<file path="config.mk">
export PLATFORM = sky130hd
export DESIGN_NAME = ps2_stopwatch_ctrl
export DESIGN_NICKNAME = d
export VERILOG_FILES = /design/src/rtl/ps2_stopwatch_ctrl.sv
export SDC_FILE = /design/constraint.sdc
export NUM_CORES = 1
export LEC_CHECK = 0
export BUFFER_PORTS_ARGS = -buffer_cell sky130_fd_sc_hd__buf_2
export CAP_MARGIN = 40
export CORE_MARGIN = 1
export CORE_UTILIZATION = 40
export DETAILED_ROUTE_END_ITERATION = 8
export PLACE_DENSITY_LB_ADDON = 0.15
export SYNTH_ARGS = -nofsm -noshare
export SYNTH_HDL_FRONTEND = slang
export SYNTH_SLANG_ARGS = --single-unit
export TNS_END_PERCENT = 50
</file>
<file path="constraint.sdc">
create_clock -name clk -period 3.3 [get_ports clk]
set_clock_uncertainty 0.2 [all_clocks]
set_input_delay 0.66 -clock clk [delete_from_list [all_inputs] [get_ports clk]]
set_output_delay 0.66 -clock clk [all_outputs]
set_load 0.05 [all_outputs]
</file>
<file path="src/rtl/ps2_stopwatch_ctrl.sv">
// PS/2 keyboard front end and IDLE/RUNNING/PAUSED stopwatch command sequencer.
// Define PS2_PARITY_CHECK_EN to drop frames whose odd-parity bit is wrong.
//
// state     | meaning
// ----------+------------------------------------------
// S_IDLE    | stopwatch stopped and cleared, run=0
// S_RUNNING | stopwatch counting, run=1
// S_PAUSED  | stopwatch held at current value, run=0
module ps2_stopwatch_ctrl #(
    parameter int TIMEOUT_CYC = 50000,
    parameter int SYNC_STAGES = 2
) (
    input  logic       clk,
    input  logic       reset,
    input  logic       ps2_clk,
    input  logic       ps2_data,
    output logic       run,
    output logic       clear,
    output logic [7:0] led,
    output logic [1:0] state,
    output logic       frame_err
);

    localparam int TW = $clog2(TIMEOUT_CYC + 1);
    localparam logic [TW-1:0] TO_LOAD = TW'(TIMEOUT_CYC);

    typedef enum logic [1:0] {
        S_IDLE    = 2'b00,
        S_RUNNING = 2'b01,
        S_PAUSED  = 2'b10
    } state_t;

    logic [SYNC_STAGES-1:0] clk_sync, data_sync;
    logic                   clk_prev;
    logic                   fall, bit_in, timeout, parity_ok;
    logic [3:0]             bit_cnt;
    logic [7:0]             shreg, byte_data;
    logic                   par_bit, byte_valid;
    logic [TW-1:0]          to_cnt;
    state_t                 st, st_nxt;
    logic                   clear_nxt, brk, ext;
    logic                   is_make, cmd_start, cmd_pause, cmd_clear;

    // Synchronizers idle high so reset never fabricates a falling edge.
    always_ff @(posedge clk) begin
        if (reset) begin
            clk_sync  <= '1;
            data_sync <= '1;
            clk_prev  <= 1'b1;
        end else begin
            clk_sync  <= {clk_sync[SYNC_STAGES-2:0], ps2_clk};
            data_sync <= {data_sync[SYNC_STAGES-2:0], ps2_data};
            clk_prev  <= clk_sync[SYNC_STAGES-1];
        end
    end

    assign fall    = clk_prev & ~clk_sync[SYNC_STAGES-1];
    assign bit_in  = data_sync[SYNC_STAGES-1];
    assign timeout = (bit_cnt != 4'd0) && !fall && (to_cnt == '0);

`ifdef PS2_PARITY_CHECK_EN
    assign parity_ok = ^{shreg, par_bit};
`else
    assign parity_ok = 1'b1;
`endif

    always_ff @(posedge clk) begin
        if (reset) begin
            bit_cnt    <= 4'd0;
            shreg      <= 8'h00;
            par_bit    <= 1'b0;
            byte_valid <= 1'b0;
            byte_data  <= 8'h00;
            frame_err  <= 1'b0;
            to_cnt     <= TO_LOAD;
        end else begin
            byte_valid <= 1'b0;
            frame_err  <= 1'b0;
            if (fall) begin
                to_cnt <= TO_LOAD;
                if (bit_cnt == 4'd0) begin
                    if (bit_in) frame_err <= 1'b1;
                    else        bit_cnt   <= 4'd1;
                end else if (bit_cnt <= 4'd8) begin
                    shreg   <= {bit_in, shreg[7:1]};
                    bit_cnt <= bit_cnt + 4'd1;
                end else if (bit_cnt == 4'd9) begin
                    par_bit <= bit_in;
                    bit_cnt <= 4'd10;
                end else begin
                    bit_cnt <= 4'd0;
                    if (bit_in && parity_ok) begin
                        byte_valid <= 1'b1;
                        byte_data  <= shreg;
                    end else begin
                        frame_err <= 1'b1;
                    end
                end
            end else if (timeout) begin
                bit_cnt   <= 4'd0;
                frame_err <= 1'b1;
            end else if (bit_cnt == 4'd0) begin
                to_cnt <= TO_LOAD;
            end else if (to_cnt != '0) begin
                to_cnt <= to_cnt - 1'b1;
            end
        end
    end

    assign is_make   = byte_valid && (byte_data != 8'hF0) && (byte_data != 8'hE0) && !brk && !ext;
    assign cmd_start = is_make && (byte_data == 8'h1B);
    assign cmd_pause = is_make && (byte_data == 8'h4D);
    assign cmd_clear = is_make && (byte_data == 8'h2D);

    always_comb begin
        st_nxt    = st;
        clear_nxt = 1'b0;
        case (st)
            S_IDLE:    if (cmd_start) st_nxt = S_RUNNING;
            S_RUNNING: if (cmd_pause) st_nxt = S_PAUSED;
            S_PAUSED:  if (cmd_start) st_nxt = S_RUNNING;
            default:   st_nxt = S_IDLE;
        endcase
        if (cmd_clear) begin
            st_nxt    = S_IDLE;
            clear_nxt = 1'b1;
        end
    end

    always_ff @(posedge clk) begin
        if (reset) begin
            st    <= S_IDLE;
            run   <= 1'b0;
            clear <= 1'b0;
            led   <= 8'hF0;
            brk   <= 1'b0;
            ext   <= 1'b0;
        end else begin
            st    <= st_nxt;
            run   <= (st_nxt == S_RUNNING);
            clear <= clear_nxt;
            if (byte_valid) begin
                if (byte_data == 8'hF0) begin
                    brk <= 1'b1;
                end else if (byte_data == 8'hE0) begin
                    ext <= 1'b1;
                end else begin
                    // Extended break codes never reach the LEDs.
                    if (brk && !ext) led <= byte_data;
                    brk <= 1'b0;
                    ext <= 1'b0;
                end
            end
        end
    end

    assign state = st;

endmodule

</file>
# After elaboration in Yosys (flattened, before gate mapping)
# Cells that the tools add are included.
dict set report word_totals {
  ram_bits 0
  mem_count 0
  latchBits 0
  mem_bits_ro 0
  output_inout_bits 13
  reg_bits 57
}
dict set report op_classes {
  n_eq_ne 13
  n_shift 0
  addsub 2
  mul 0
  div_mod_pow 0
  n_bitwise 9
  order_cmp 1
  n_reduce_logical 30
  muxes 23
}
# operator count
set op_table {}
lappend op_table {{16-bit 2-to-1 mux} 2}
lappend op_table {{4-bit 2-to-1 mux} 6}
lappend op_table {{8-bit == test, second input constant} 2}
lappend op_table {{16-bit zero test} 1}
lappend op_table {{8-bit inequality test, second input constant} 2}
lappend op_table {{16-bit nonzero test} 1}
lappend op_table {{16-bit by 1-bit subtractor with 16-bit output, second input constant} 1}
lappend op_table {{1-bit 2-to-1 mux} 11}
lappend op_table {{1-bit logical AND} 10}
lappend op_table {{8-bit by 5-bit == test with 1-bit output, second input constant} 1}
lappend op_table {{8-bit by 6-bit == test with 1-bit output, second input constant} 1}
lappend op_table {{8-bit by 7-bit == test with 1-bit output, second input constant} 1}
lappend op_table {{1-bit inverter} 8}
lappend op_table {{2-bit AND reduction} 4}
lappend op_table {{2-bit 2-to-1 mux} 3}
lappend op_table {{5-bit AND reduction} 1}
lappend op_table {{5-bit OR reduction} 1}
lappend op_table {{4-bit by 1-bit adder with 4-bit output, second input constant} 1}
lappend op_table {{2-bit by 1-bit == test with 1-bit output, second input constant} 2}
lappend op_table {{4-bit == test, second input constant} 1}
lappend op_table {{4-bit less-or-equal comparator, second input constant} 1}
lappend op_table {{4-bit zero test} 1}
lappend op_table {{2-bit case mux with 2 select lines} 1}
lappend op_table {{4-bit AND reduction} 1}
lappend op_table {{other kinds (10)} 14}

# Logic depth before layout (Yosys ltp)
dict set report logic_depth {
  depth_word 10
  ltp_mapped 7
  ltp_nobuf 6
}

# Worst setup path before layout
# No wires, ideal clock.
dict set report synth_path {
  path_kind {flip-flop to flip-flop}
  start {reg bit_cnt[0]}
  end {reg to_cnt[5]}
  t_required_ps 3028
  arrival_ps 1796
  synth_period_minus_slack_ps 2068
  n_path_buf 1
  setup_ps 72
  stages_incl_launch_ff 8
  slack_ps 1232
  path_cell_list {dfxtp_1 > inv_1 > ha_1 > nor3b_2 > nor3_1 > clkbuf_1 > nand2_1 > mux2i_1}
}
dict set report synth_via {
  elab_chain_cells 5
  elab_cells_between_ends 8
  cone_classes {mux (1); bitwise (1); reduce/logical (6)}
}
# element line_no
set synth_lines {}
lappend synth_lines {{start: declaration} 36} ;# logic [3:0] bit_cnt;
lappend synth_lines {{start signal: assignment} 86} ;# bit_cnt <= bit_cnt + 4'd1;
lappend synth_lines {{4-bit nonzero test} 59} ;# assign timeout = (bit_cnt != 4'd0) && !fall && (to_cnt == '0);
lappend synth_lines {{1-bit logical AND (2 in series)} 59}
lappend synth_lines {{1-bit inverter (no source line)} --}
lappend synth_lines {{2-bit AND reduction (no source line)} --}
lappend synth_lines {{end signal: assignment} 105} ;# to_cnt <= to_cnt - 1'b1;
lappend synth_lines {{end: declaration} 39} ;# logic [TW-1:0] to_cnt;
# Parallel ways exist; a longest one is shown, timed or not.
# A chain may end at the register's enable or synchronous reset.

# Final worst setup path
dict set report layout_path {
  start {reg bit_cnt[0]}
  end {reg to_cnt[11]}
}
# Same word-level chain as after synthesis.

==> key figures <==
Run status
  • Outcome: complete, no violations

Clocking
  • CTS root buf: clkbuf_8
  • Max Buffers Root-to-Sink: 2
  • Worst-path clk slew: 0.06 ns
  • # Post-CTS Setup Buffers: 0
  • Sink Count: 57
  • CTS tree: done
  • # H-tree levels: 3
  • Post-CTS resize count: 0
  • Hold Buf Count CTS: 0
  • CTS buffer count: 9
  • Clock insertion delay at the later pin of the skew report: 0.33 ns

Floorplan
  • Die Ht: 81.9 µm
  • Initial core utilization: 42.4%
  • Die W: 81.9 µm
  • I/O Pins: 17
  • FP Rows: 28
  • Core area: 6030 µm²
  • Die area: 6710 µm²

STA
  • Slew headroom: 48.6%
  • Final Max Slew Viols: 0
  • Max Clk Rate: 433 MHz
  • Final Hold Viols: 0
  • Ratio of final minimum period to clock period: 70.0%
  • RSZ-0062 raised after global routing: false
  • Worst-Margin Slew: 0.765 ns
  • Setup_tns: 0 ns
  • Final Critical Period: 2.31 ns
  • Final Setup Violations: 0

Yosys
  • Seq cells post-synth: 57
  • Distinct cells, synth: 50
  • Post-Syn Instances: 281
  • Most common cell in the netlist: dfxtp_1
  • Most used flip-flop cell after synthesis: dfxtp_1
  • Synth top area cells: dfxtp_1 45%, mux2i_1 7.8%, nor2_1 4.6%
  • Post-synth EDFFs: 0
  • Post-synth ARST share: 0%
  • Post-synthesis sequential area ratio: 44.7%
  • Synth top area share: 44.7%
  • Synth area leader: dfxtp_1
  • Mapped Nets: 289
  • Mapped Area: 2550 µm²
  • Syn_area_per_cell: 9.09 µm²
  • Yosys warnings: 0
  • Top post-synthesis cells by count: 57 x dfxtp_1, 31 x nor2_1, 21 x a21oi_1

Layout
  • Area delta synth->final: 14.6%
  • Layout Nets: 306
  • Antenna Cells: 0
  • Layout cell share with drive strength beyond 1: 15.2%
  • Layout Utilization: 48.6%

Pwr
  • Cell Pwr Density: 586 nW/µm²
  • P_leak: 1.10 nW
  • Maximum vdd drop: 0.303 mV

Job
  • # Max-Cap Violations: 0

Critical path
  • Data required, critical path: 3.34 ns
  • Crit path largest cell delay: 0.50 ns
  • Worst path slowest cell: a2111oi_1
  • Crit path max fanout: 8
  • Worst path bufs/invs: 1
  • Delay-heaviest family, CP: simple AND/OR/NAND/NOR gates
  • Startpoint Class: flop
  • Crit Path Class: reg2reg
  • Crit path DAT: 2.35 ns
  • Worst path cell trace: inv_1, ha_1, nor3b_2, nor2_1, a2111oi_1, mux2i_1
  • Endpoint type of the worst setup path: flop

Route
  • Final ANT Viol Nets: 0
  • Routed WL per cell: 12.9 µm
  • DRC Markers: 0
  • Post-DR vias/cell: 5.40
  • DRT Wirelength: 4.87 mm
  • Routed vias: 2034
  • DRT iter0 DRCs: 131
  • Drt first pass iters: 5

Placement
  • IO buf count: 16
  • Post-DP HPWL: 3.28 mm
  • Placer Congestion: 0.747

Global route
  • Total GRT Usage: 16.3%
  • Gr ovfl total: 0
  • Initial antenna violation count: 0
  • First-pass GRT wire length: 8.22 mm
  • Pin count of the biggest net entering global routing: 42
  • Vias in the first global route: 1740

Hold path
  • Worst hold path type: reg2reg
==> cell families after synthesis <==
| group | count (synthesis) | synth area share (%) |
|---|---|---|
| DFF | 57 | 44.7 |
| muxes | 20 | 7.84 |
| buffers and inverters | 21 | 3.18 |
| xor gates and xnor gates | 2 | 0.686 |
| adders and majority gates | 4 | 1.96 |
| and+or+nand+nor | 110 | 24.5 |
| AOI/OAI and AO/OA | 67 | 17.1 |
==> through the flow <==
stage / power (mW) / setup WS (ns) / hold slack, ns / area (µm²) / cells
floorplan: 0.937 / 1.23 / 0.189 / 2550 / 281
global placement: 0.991 / 1.08 / 0.192 / 2700 / 362
detailed placement: 0.991 / 1.06 / 0.197 / 2700 / 362
CTS: 1.74 / 0.992 / 0.214 / 2930 / 377
global route: 1.81 / 0.776 / 0.218 / 2930 / 377
finish: 1.72 / 0.991 / 0.213 / 2930 / 377
==> power by group <==
| group | switching, mW | total (mW) | leakage [nW] | internal, mW |
|---|---|---|---|---|
| Combinational | 0.150 | 0.237 | 0.524 | 0.0871 |
| Clock | 0.257 | 0.740 | 0.116 | 0.483 |
| Sequential | 0.0275 | 0.739 | 0.461 | 0.712 |
| Total | 0.434 | 1.72 | 1.10 | 1.28 |
==> registers in the layout, indices dropped and copies added (netlist names) <==
register    count
clk_sync        2
shreg           8
brk             1
byte_valid      1
clear           1
state           2
bit_cnt         4
to_cnt         16
byte_data       8
clk_prev        1
ext             1
run             1
frame_err       1
led             8
data_sync       2
==> final cells by class <==
type | instances | area, µm²
Clock buffer | 13 | 169
Clock inverter | 2 | 60.1
Fill cell | 591 | 3100
Inverter | 8 | 30.0
Multi-Input combinational cell | 203 | 1330
Sequential cell | 57 | 1140
Tap cell | 75 | 93.8
Timing Repair Buffer | 19 | 103
==> layer usage <==
| metal | wire [µm] | share of wire (%) | track usage, % | up-vias |
|---|---|---|---|---|
| met1 | 2610 | 53 | 22.9 | 942 |
| met5 | 0 | 0 | 0 | - |
| met4 | 27 | 0.55 | 4.74 | 0 |
| met3 | 195 | 4.0 | 7.00 | 2 |
| met2 | 2040 | 42 | 22.3 | 35 |
| li1 | - | - | - | 1055 |
==> final timing paths <==
path,start,endpoint,slack [ns],cells after the start
hold reg to reg,data_sync[0],data_sync[1],0.21,1
setup reg to reg,bit_cnt[0],to_cnt[11],0.99,6
hold / removal,data_sync[0],data_sync[1],0.21,1
setup / recovery,bit_cnt[0],to_cnt[11],0.99,6
==> worst register-to-register path, delay by kind of cell, from the launching register on <==
family	cells	cell delay (ns)
muxes	1	0.28
and+or+nand+nor	2	0.64
adders and majority gates	1	0.18
DFF	1	0.34
AOI/OAI and AO/OA	1	0.50
buffers and inverters	1	0.09
==> placed cells by master (no fill, tap or decap), drive strengths merged, types with 2 or more instances in the layout <==
cell     count
a2111oi      4
a211oi       4
a21o         2
a21oi       21
a311oi       2
a31oi        2
and2         3
and3         2
buf         19
bufinv       2
clkbuf      13
dfxtp       57
ha           4
inv          8
mux2i       20
nand2       13
nand2b      11
nand3       11
nand3b       4
nand4        4
nor2        31
nor2b        2
nor3         5
nor4         4
o211ai       2
o21ai       17
o21bai       4
or2          5
or3          4
or4          5
xnor2        2
Power figures use the tool's default switching activity.
